===== src/rtl/inst_prefetch_queue_pkg.sv =====
// rtl/inst_prefetch_queue_pkg.sv - shared constants and entry type for the instruction prefetch queue
package inst_prefetch_queue_pkg;

   localparam int INST_W = 32;
   localparam int PC_W   = 32;
   localparam int ENTRY_W = PC_W + INST_W;

   localparam logic [INST_W-1:0] NOP_INST = 32'h00000013;
   localparam logic [PC_W-1:0]   PC_STEP  = 32'd4;

   typedef struct packed {
      logic [PC_W-1:0]   pc;
      logic [INST_W-1:0] inst;
   } pq_entry_t;

endpackage


===== src/rtl/inst_prefetch_queue_fifo.sv =====
// rtl/inst_prefetch_queue_fifo.sv - in-order {pc, inst} FIFO; clear wins over push and pop
module prefetch_fifo
   import inst_prefetch_queue_pkg::*;
#(
   parameter int DEPTH = 4
) (
   input  logic                        clk,
   input  logic                        rst,
   input  logic                        push,
   input  logic [ENTRY_W-1:0]          push_entry,
   input  logic                        pop,
   input  logic                        clear,
   output logic [$clog2(DEPTH):0]      count,
   output logic [ENTRY_W-1:0]          head
);

   localparam int PTR_W = $clog2(DEPTH);
   localparam int CNT_W = PTR_W + 1;

   logic [ENTRY_W-1:0] mem [DEPTH];
   logic [PTR_W-1:0]   wr_ptr;
   logic [PTR_W-1:0]   rd_ptr;

   always_ff @(posedge clk or posedge rst) begin
      if (rst) begin
         wr_ptr <= '0;
         rd_ptr <= '0;
         count  <= '0;
      end else if (clear) begin
         wr_ptr <= '0;
         rd_ptr <= '0;
         count  <= '0;
      end else begin
         if (push) wr_ptr <= wr_ptr + 1'b1;
         if (pop)  rd_ptr <= rd_ptr + 1'b1;
         count <= count + CNT_W'(push) - CNT_W'(pop);
      end
   end

   // Storage needs no reset: count gates every read of it.
   always_ff @(posedge clk) begin
      if (push && !clear) mem[wr_ptr] <= push_entry;
   end

   assign head = mem[rd_ptr];

endmodule


===== src/rtl/inst_prefetch_queue.sv =====
// rtl/inst_prefetch_queue.sv - credit-limited instruction prefetch buffer feeding the IF/ID register
module inst_prefetch_queue
   import inst_prefetch_queue_pkg::*;
#(
   parameter int               DEPTH    = 4,
   parameter logic [PC_W-1:0]  RESET_PC = 32'h0
) (
   input  logic                     clk,
   input  logic                     rst,
   output logic                     imem_req,
   output logic [PC_W-1:0]          imem_addr,
   input  logic                     imem_gnt,
   input  logic                     imem_rvalid,
   input  logic [INST_W-1:0]        imem_rdata,
   input  logic                     redirect,
   input  logic [PC_W-1:0]          redirect_pc,
   input  logic                     halt,
   input  logic                     inst_ready,
   output logic                     inst_valid,
   output logic [INST_W-1:0]        inst,
   output logic [PC_W-1:0]          inst_pc,
   output logic [$clog2(DEPTH):0]   occupancy
);

   localparam int CNT_W = $clog2(DEPTH) + 1;

   logic [PC_W-1:0]    fetch_pc;
   logic [PC_W-1:0]    resp_pc;
   logic [CNT_W-1:0]   outstanding;
   logic [CNT_W-1:0]   discard;
   logic [CNT_W:0]     credit_sum;
   logic               gnt_fire;
   logic               rsp;
   logic               drop;
   logic               push;
   logic               pop;
   pq_entry_t          push_entry;
   pq_entry_t          head;
   logic [ENTRY_W-1:0] head_bits;

   // Queue slots plus in-flight requests never exceed DEPTH, so a response always has room.
   assign credit_sum = {1'b0, occupancy} + {1'b0, outstanding};
   assign imem_req   = !rst && !halt && !redirect && (credit_sum < (CNT_W+1)'(DEPTH));
   assign imem_addr  = fetch_pc;
   assign gnt_fire   = imem_req && imem_gnt;

   // A response with nothing outstanding is a memory-side protocol error and is ignored.
   assign rsp  = imem_rvalid && (outstanding != '0);
   assign drop = (discard != '0);
   assign push = rsp && !drop && !redirect;
   assign pop  = inst_ready && inst_valid && !redirect;

   assign push_entry.pc   = resp_pc;
   assign push_entry.inst = imem_rdata;

   always_ff @(posedge clk or posedge rst) begin
      if (rst) begin
         fetch_pc    <= RESET_PC;
         resp_pc     <= RESET_PC;
         outstanding <= '0;
         discard     <= '0;
      end else begin
         outstanding <= outstanding + CNT_W'(gnt_fire) - CNT_W'(rsp);
         if (redirect) begin
            fetch_pc <= redirect_pc;
            resp_pc  <= redirect_pc;
            discard  <= outstanding - CNT_W'(rsp);
         end else begin
            if (gnt_fire) fetch_pc <= fetch_pc + PC_STEP;
            if (rsp) begin
               if (drop) discard <= discard - 1'b1;
               else      resp_pc <= resp_pc + PC_STEP;
            end
         end
      end
   end

   prefetch_fifo #(.DEPTH(DEPTH)) u_fifo (
      .clk        (clk),
      .rst        (rst),
      .push       (push),
      .push_entry (push_entry),
      .pop        (pop),
      .clear      (redirect),
      .count      (occupancy),
      .head       (head_bits)
   );

   assign head       = pq_entry_t'(head_bits);
   assign inst_valid = (occupancy != '0);
   assign inst       = inst_valid ? head.inst : NOP_INST;
   assign inst_pc    = inst_valid ? head.pc : '0;

   ap_no_orphan_rvalid: assert property (@(posedge clk) disable iff (rst)
      !(imem_rvalid && outstanding == '0));

endmodule


===== config.mk =====
export PLATFORM = sky130hd
export DESIGN_NAME = inst_prefetch_queue
export DESIGN_NICKNAME = d
export VERILOG_FILES = /design/src/rtl/inst_prefetch_queue_pkg.sv /design/src/rtl/inst_prefetch_queue_fifo.sv /design/src/rtl/inst_prefetch_queue.sv
export SDC_FILE = /design/constraint.sdc
export NUM_CORES = 1
export LEC_CHECK = 0
export ABC_CLOCK_PERIOD_IN_PS = 3500
export BUFFER_PORTS_ARGS = -buffer_cell sky130_fd_sc_hd__buf_2
export CORE_MARGIN = 2
export CORE_UTILIZATION = 25
export DETAILED_ROUTE_END_ITERATION = 16
export HOLD_SLACK_MARGIN = 0.02
export PLACE_DENSITY = 0.5
export SLEW_MARGIN = 20
export SYNTH_ARGS = -nofsm -noshare
export SYNTH_HDL_FRONTEND = slang
export SYNTH_SLANG_ARGS = --single-unit

===== constraint.sdc =====
create_clock -name clk -period 3.5 [get_ports clk]
set_clock_uncertainty 0.2 [all_clocks]
set_input_delay 0.35 -clock clk [delete_from_list [all_inputs] [get_ports clk]]
set_output_delay 0.35 -clock clk [all_outputs]
set_load 0.05 [all_outputs]

==> results.toml, run 1 <==
[run_status]
outcome = "finished clean"

[pwr]
pwr-share-comb_pct = 33.9
sw_frac_of_total_pct = 37.94
p_int_mw = 7.899
power.switching_mw = 4.829
p_leak_nw = 6.415
vdd_ir_drop_max_uv = 376.3
power_frac_clock_pct = 28.2
sequentialPowerShare_pct = 38.0
p_per_area_mw_per_mm2 = 715.2

[global_route]
grt_max_degree = 65
antenna_found_initial = 1
overflow = 0
grt_usage_pct = 11.89
grt_pass1_wl_mm = 53.78
grt_pass1_vias = 8468

[cts]
cts_hold_buf = 64
post_cts_buffers = 0
clkSlewWorstSetupHoldPaths_ns = 0.06
cts_root_buffer = "clkbuf_16"
cts_buffers = 36
htreeDepth = 2
clockBufferDepth = 3
cts_tree = "built"
clk_latency_ns = 0.53
cts-resized-gates = 0
cts.sinks = 333

[setup_path]
r2r_cells = 12
ff2ff_setup_slack_ns = 0.69
reg2reg_to = "u_fifo.count[2]"
worst-endpoint-arrival_ns = 2.50
required_ns = 2.95
cp-start-kind = "register"
r2r_start = "u_fifo.count[1]"
crit_path_end_kind = "primary output"
path_class = "register to primary output"
crit_start = "u_fifo.count[1]"
cp_max_fo = 63

[timing]
hold_viol_final = 0
setup_ws_ns = 0.4490
min_period_ns = 3.051
maxSlewHeadroom_pct = 42.61
period_share_pct = 87.17
final_max_slew_viol_count = 0
fmax_mhz = 327.8
tns_ns = 0
worst_slew_pin_slew_ns = 0.8597
setup_viol = 0
rsz0062_at_grt = "false"
timing.hold.ws_ns = 0.09440

[worst_hold_path]
holdPathStages = 3
hp-class = "input port to register"
hold-path-endpoint = "resp_pc[11]"
hold_path_startpoint = "redirect_pc[11]"

[die]
fp.dieArea_mm2 = 0.05855
rows = 87
io-pin-count = 172
fp.coreArea_mm2 = 0.05617
fp.dieW_um = 242.0
fp.dieH_um = 242.0
start_util_pct = 25.20

[route]
wl_mm = 35.12
drc = 0
drt_iter0_drc = 475
vias_per_cell = 4.363
postRouteAntennaNets = 0
num_vias = 8411
drt-pass1-iter-count = 4
wl_per_cell_um = 18.22

[synthesis]
synth_top_family_by_area = "simple AND/OR/NAND/NOR gates"
syn_nets = 976
synth-seq-area-share_pct = 67.91
ys_ff_latch = 333
synth_top_area_share_pct = 54.30
synthSimpleGateAreaFrac_pct = 11.20
ys_types = 57
syn_area_per_cell_um2 = 15.96
synth_most_common_cell = "edfxtp_1"
synth_cells = 887
synthTopCellsByArea = "edfxtp_1, dfrtp_1, mux4_2"
syn_area_mm2 = 0.01416
synthArstFlopShare_pct = 23.12
synth_fa_ha_area_share_pct = 1.697
ys_warn_count = 0
synthTopCellsByCount = "edfxtp_1, dfrtp_1, and2_1, mux4_2, nand2_1"
synthMuxAreaShare_pct = 11.09
synth_flop_cell = "edfxtp_1"
synth_compound_area_share_pct = 3.252
synth-xor-area-share_pct = 2.846
yosysTopAreaCell = "edfxtp_1"
synth_edf_count = 256

[finish]
area_growth_pct = 25.71
drive_gt1_share_pct = 29.18
final_nets = 1234
antennaDiodeCount = 0

[place]
dp_hpwl_mm = 22.58
pre_cts_ws_ns = 0.6524
portBuffers = 171
gp_congestion = 0.7656

[flow_run]
drv_cap = 0
flip-flops by register name (all words and copies together), names as in the netlist:
name           cells
u_fifo.rd_ptr      2
u_fifo.wr_ptr      2
u_fifo.count       3
u_fifo.mem       256
resp_pc           32
discard            3
imem_addr         32
outstanding        3
how the worst max path moves through the flow:
stage | to | slack [ns] | cells past startpoint
after floorplan | u_fifo.mem[0][0] | 0.25 | 5
after global placement | u_fifo.count[2] | 0.71 | 12
after detailed placement | u_fifo.count[2] | 0.65 | 12
after CTS | inst_pc[9] | 0.31 | 6
after global routing | inst_pc[28] | 0.21 | 6
final | inst_pc[28] | 0.45 | 6
metal layers:
layer / track usage (%) / vias up / share of wire [%]
li1: - / 3907 / -
met1: 17.56 / 4207 / 49
met2: 18.03 / 254 / 44
met3: 2.481 / 43 / 5.6
met4: 2.378 / 0 / 1.4
met5: 0 / - / 0
power by group through the flow:
stage	clock (mW)	combinational, mW	sequential, mW
floorplan	0	3.05	4.96
global placement	0	4.38	4.91
detailed placement	0	4.39	4.92
CTS	3.70	4.45	4.84
global route	3.87	4.62	4.88
finish	3.58	4.31	4.83
final cells by class:
cell class              count  area [um^2]
repair buffers            259         1752
well taps                 756        945.9
multi-input cells         489         4285
clock buffers              45        934.6
flip-flops and latches    333         9622
fillers                  5617        38370
inverters                  26        97.59
clock inverters            20        160.2
layout by cell type (no fill, tap or decap), drive strengths merged, types with 12 or more instances in the layout:
cell and n:
and2 67, buf 195, clkbuf 45, clkinv 14, dfrtp 77, dlygate4sd3 64, edfxtp 256, ha 16
inv 27, mux4 64, nand2 59, nand3 42, nand4 21, nor2 32, nor3 12, o21ai 37
xnor2 16, xor2 30
kinds of logic after synthesis:
logic type	after synthesis
flip-flops	333
AND/OR/NAND/NOR	275
multiplexers	76
AO/OA/AOI/OAI	74
buffers and inverters	65
XOR/XNOR	46
adder cells (fa/ha/maj)	18
worst max-delay path, stage by stage (launching register included):
cell	delay [ns]
dfrtp_1	0.45
nor3_1	0.41
buf_4	0.25
inv_2	0.05
buf_4	0.31
and2_1	0.26
buf_2	0.21
stage by stage:
stage               util [%]  total power, mW  instances  instance area (um^2)
floorplan                  -            8.013        887                 14160
detailed placement     28.60            9.306       1799                 16060
CTS                    31.68            13.00       1928                 17800
global route           31.68            13.37       1928                 17800
global placement       28.60            9.295       1799                 16060
finish                 31.68            12.73       1928                 17800
Note: power is estimated with default switching activity, not from simulation.
==> run 2, diff against run 1 <==
Settings changed: BUFFER_PORTS_ARGS -buffer_cell sky130_fd_sc_hd__buf_2 to not set, DONT_BUFFER_PORTS set to 1, PLACE_DENSITY 0.5 to 0.48.
==> results.toml, run 2 (synthesized netlist as in run 1, its figures left out) <==
[place]
gp_congestion = 0.7628
portBuffers = 0
pre_cts_ws_ns = 0.8059
dp_hpwl_mm = 22.27

[finish]
n_fill_cell = 5562
fin_util_pct = 31.53
layout_commonest_cell = "edfxtp_1"
layout_common_cells = "edfxtp_1, dfrtp_1, dlygate4sd3_1"
largest_reg_flops = 256
area_growth_pct = 25.08
top_register = "u_fifo.mem"
drive_gt1_share_pct = 21.09
final_nets = 1101

[route]
drc = 0
postRouteAntennaNets = 0
drt-pass1-iter-count = 4
drt_iter0_drc = 517
vias_per_cell = 4.411
wl_mm = 34.94
num_vias = 7940
wl_per_cell_um = 19.41

[pwr]
vdd_ir_drop_max_uv = 503.4
power.switching_mw = 4.925
p_int_mw = 8.410
pwr-share-comb_pct = 33.3
sequentialPowerShare_pct = 36.6
p_per_area_mw_per_mm2 = 753.0
p_leak_nw = 6.006
power_frac_clock_pct = 30.1
sw_frac_of_total_pct = 36.93

[cts]
htreeDepth = 2
cts.sinks = 333
clk_latency_ns = 0.53
cts_root_buffer = "clkbuf_16"
clockBufferDepth = 3
cts_tree = "built"
clkSlewWorstSetupHoldPaths_ns = 0.05
cts_buffers = 39
post_cts_buffers = 0

[timing]
rsz0062_at_grt = "false"
fmax_mhz = 335.8
setup_ws_ns = 0.5221
setup_viol = 0
period_share_pct = 85.08
min_period_ns = 2.978
worst_slew_pin_slew_ns = 0.9417
hold_viol_final = 0
timing.hold.ws_ns = 0.05684
final_max_slew_viol_count = 0
tns_ns = 0
maxSlewHeadroom_pct = 36.74

[die]
start_util_pct = 25.20
fp.dieArea_mm2 = 0.05855
fp.dieH_um = 242.0
rows = 87
fp.dieW_um = 242.0
io-pin-count = 172
fp.coreArea_mm2 = 0.05617

[global_route]
overflow = 0
grt_pass1_vias = 8398
grt_pass1_wl_mm = 53.54
grt_usage_pct = 11.99
grt_max_degree = 70
antenna_found_initial = 2

[flow_run]
drv_cap = 0

[setup_path]
cp-start-kind = "register"
worst-endpoint-arrival_ns = 2.43
crit_path_end_kind = "primary output"
cp_max_fo = 63
r2r_start = "u_fifo.count[1]"
path_class = "register to primary output"
required_ns = 2.95
crit_start = "u_fifo.count[2]"
ff2ff_setup_slack_ns = 0.67

[run_status]
outcome = "finished clean"

[worst_hold_path]
hp-class = "input port to register"
hold_path_startpoint = "imem_rvalid"
-- run 2: cell count changes in the layout (fill, tap and decap cells not counted), sizes merged --
cell | previous run | this run
clkbuf | 45 | 40
buf | 195 | 54
dlygate4sd3 | 64 | 69
clkinv | 14 | 18
bufinv | 2 | 4
clkinvlp | 3 | 6
diode | 0 | 1
inv | 27 | 30
-- run 2: layer usage --
metal	wire, um	track usage, %	vias up	part of all wire, %
met4	753	3.504	2	2.2
met1	15890	16.31	4006	45
met5	13	0	-	0.037
met2	15730	18.52	226	45
met3	2545	3.578	58	7.3
li1	-	-	3648	-
-- run 2: worst max-delay path, cell delays in order (launching register included) --
cell and delay (ns):
dfrtp_1 0.38, nor3_1 0.10, buf_4 0.18, inv_2 0.06, buf_4 0.55, and2_1 0.56
-- run 2: final cells by class --
cell class	count	area [um^2]	share of cell area, %
Antenna cell	1	2.502	0.01413
Clock buffer	40	979.7	5.532
Clock inverter	32	294.0	1.660
Inverter	26	100.1	0.5653
Multi-Input combinational cell	489	4285	24.20
Sequential cell	333	9622	54.33
Tap cell	756	945.9	5.342
Timing Repair Buffer	123	1479	8.352
-- run 2: through the flow --
stage | cells | power, mW | area (um^2)
after floorplan | 887 | 8.013 | 14160
after global placement | 1657 | 9.401 | 15710
after detailed placement | 1657 | 9.427 | 15710
after CTS | 1799 | 13.62 | 17700
after global routing | 1800 | 14.01 | 17710
final | 1800 | 13.33 | 17710
-- run 2: power by group through the flow --
stage	registers, mW	logic, mW	clock network (mW)
2_1_floorplan	4.96	3.05	0
3_3_place_gp	4.96	4.45	0
3_5_place_dp	4.97	4.46	0
4_1_cts	4.88	4.57	4.16
5_1_grt	4.92	4.77	4.33
6_report	4.88	4.44	4.01
-- run 2: timing repair --
| item | 4_1_cts | 5_1_grt |
|---|---|---|
| resized for setup | 0 | 0 |
| hold buffers | 70 | 0 |
| hold endpoints to repair | 252 | 0 |
-- run 2: path summary, 6_finish.rpt --
kind                                   end  cells after the start
min                             discard[1]                      4
min in group asynchronous     imem_addr[2]                      2
max in group asynchronous       resp_pc[4]                      3
max                             inst_pc[7]                      5
max reg2reg                u_fifo.count[0]                     10
min reg2reg                     discard[1]                      2
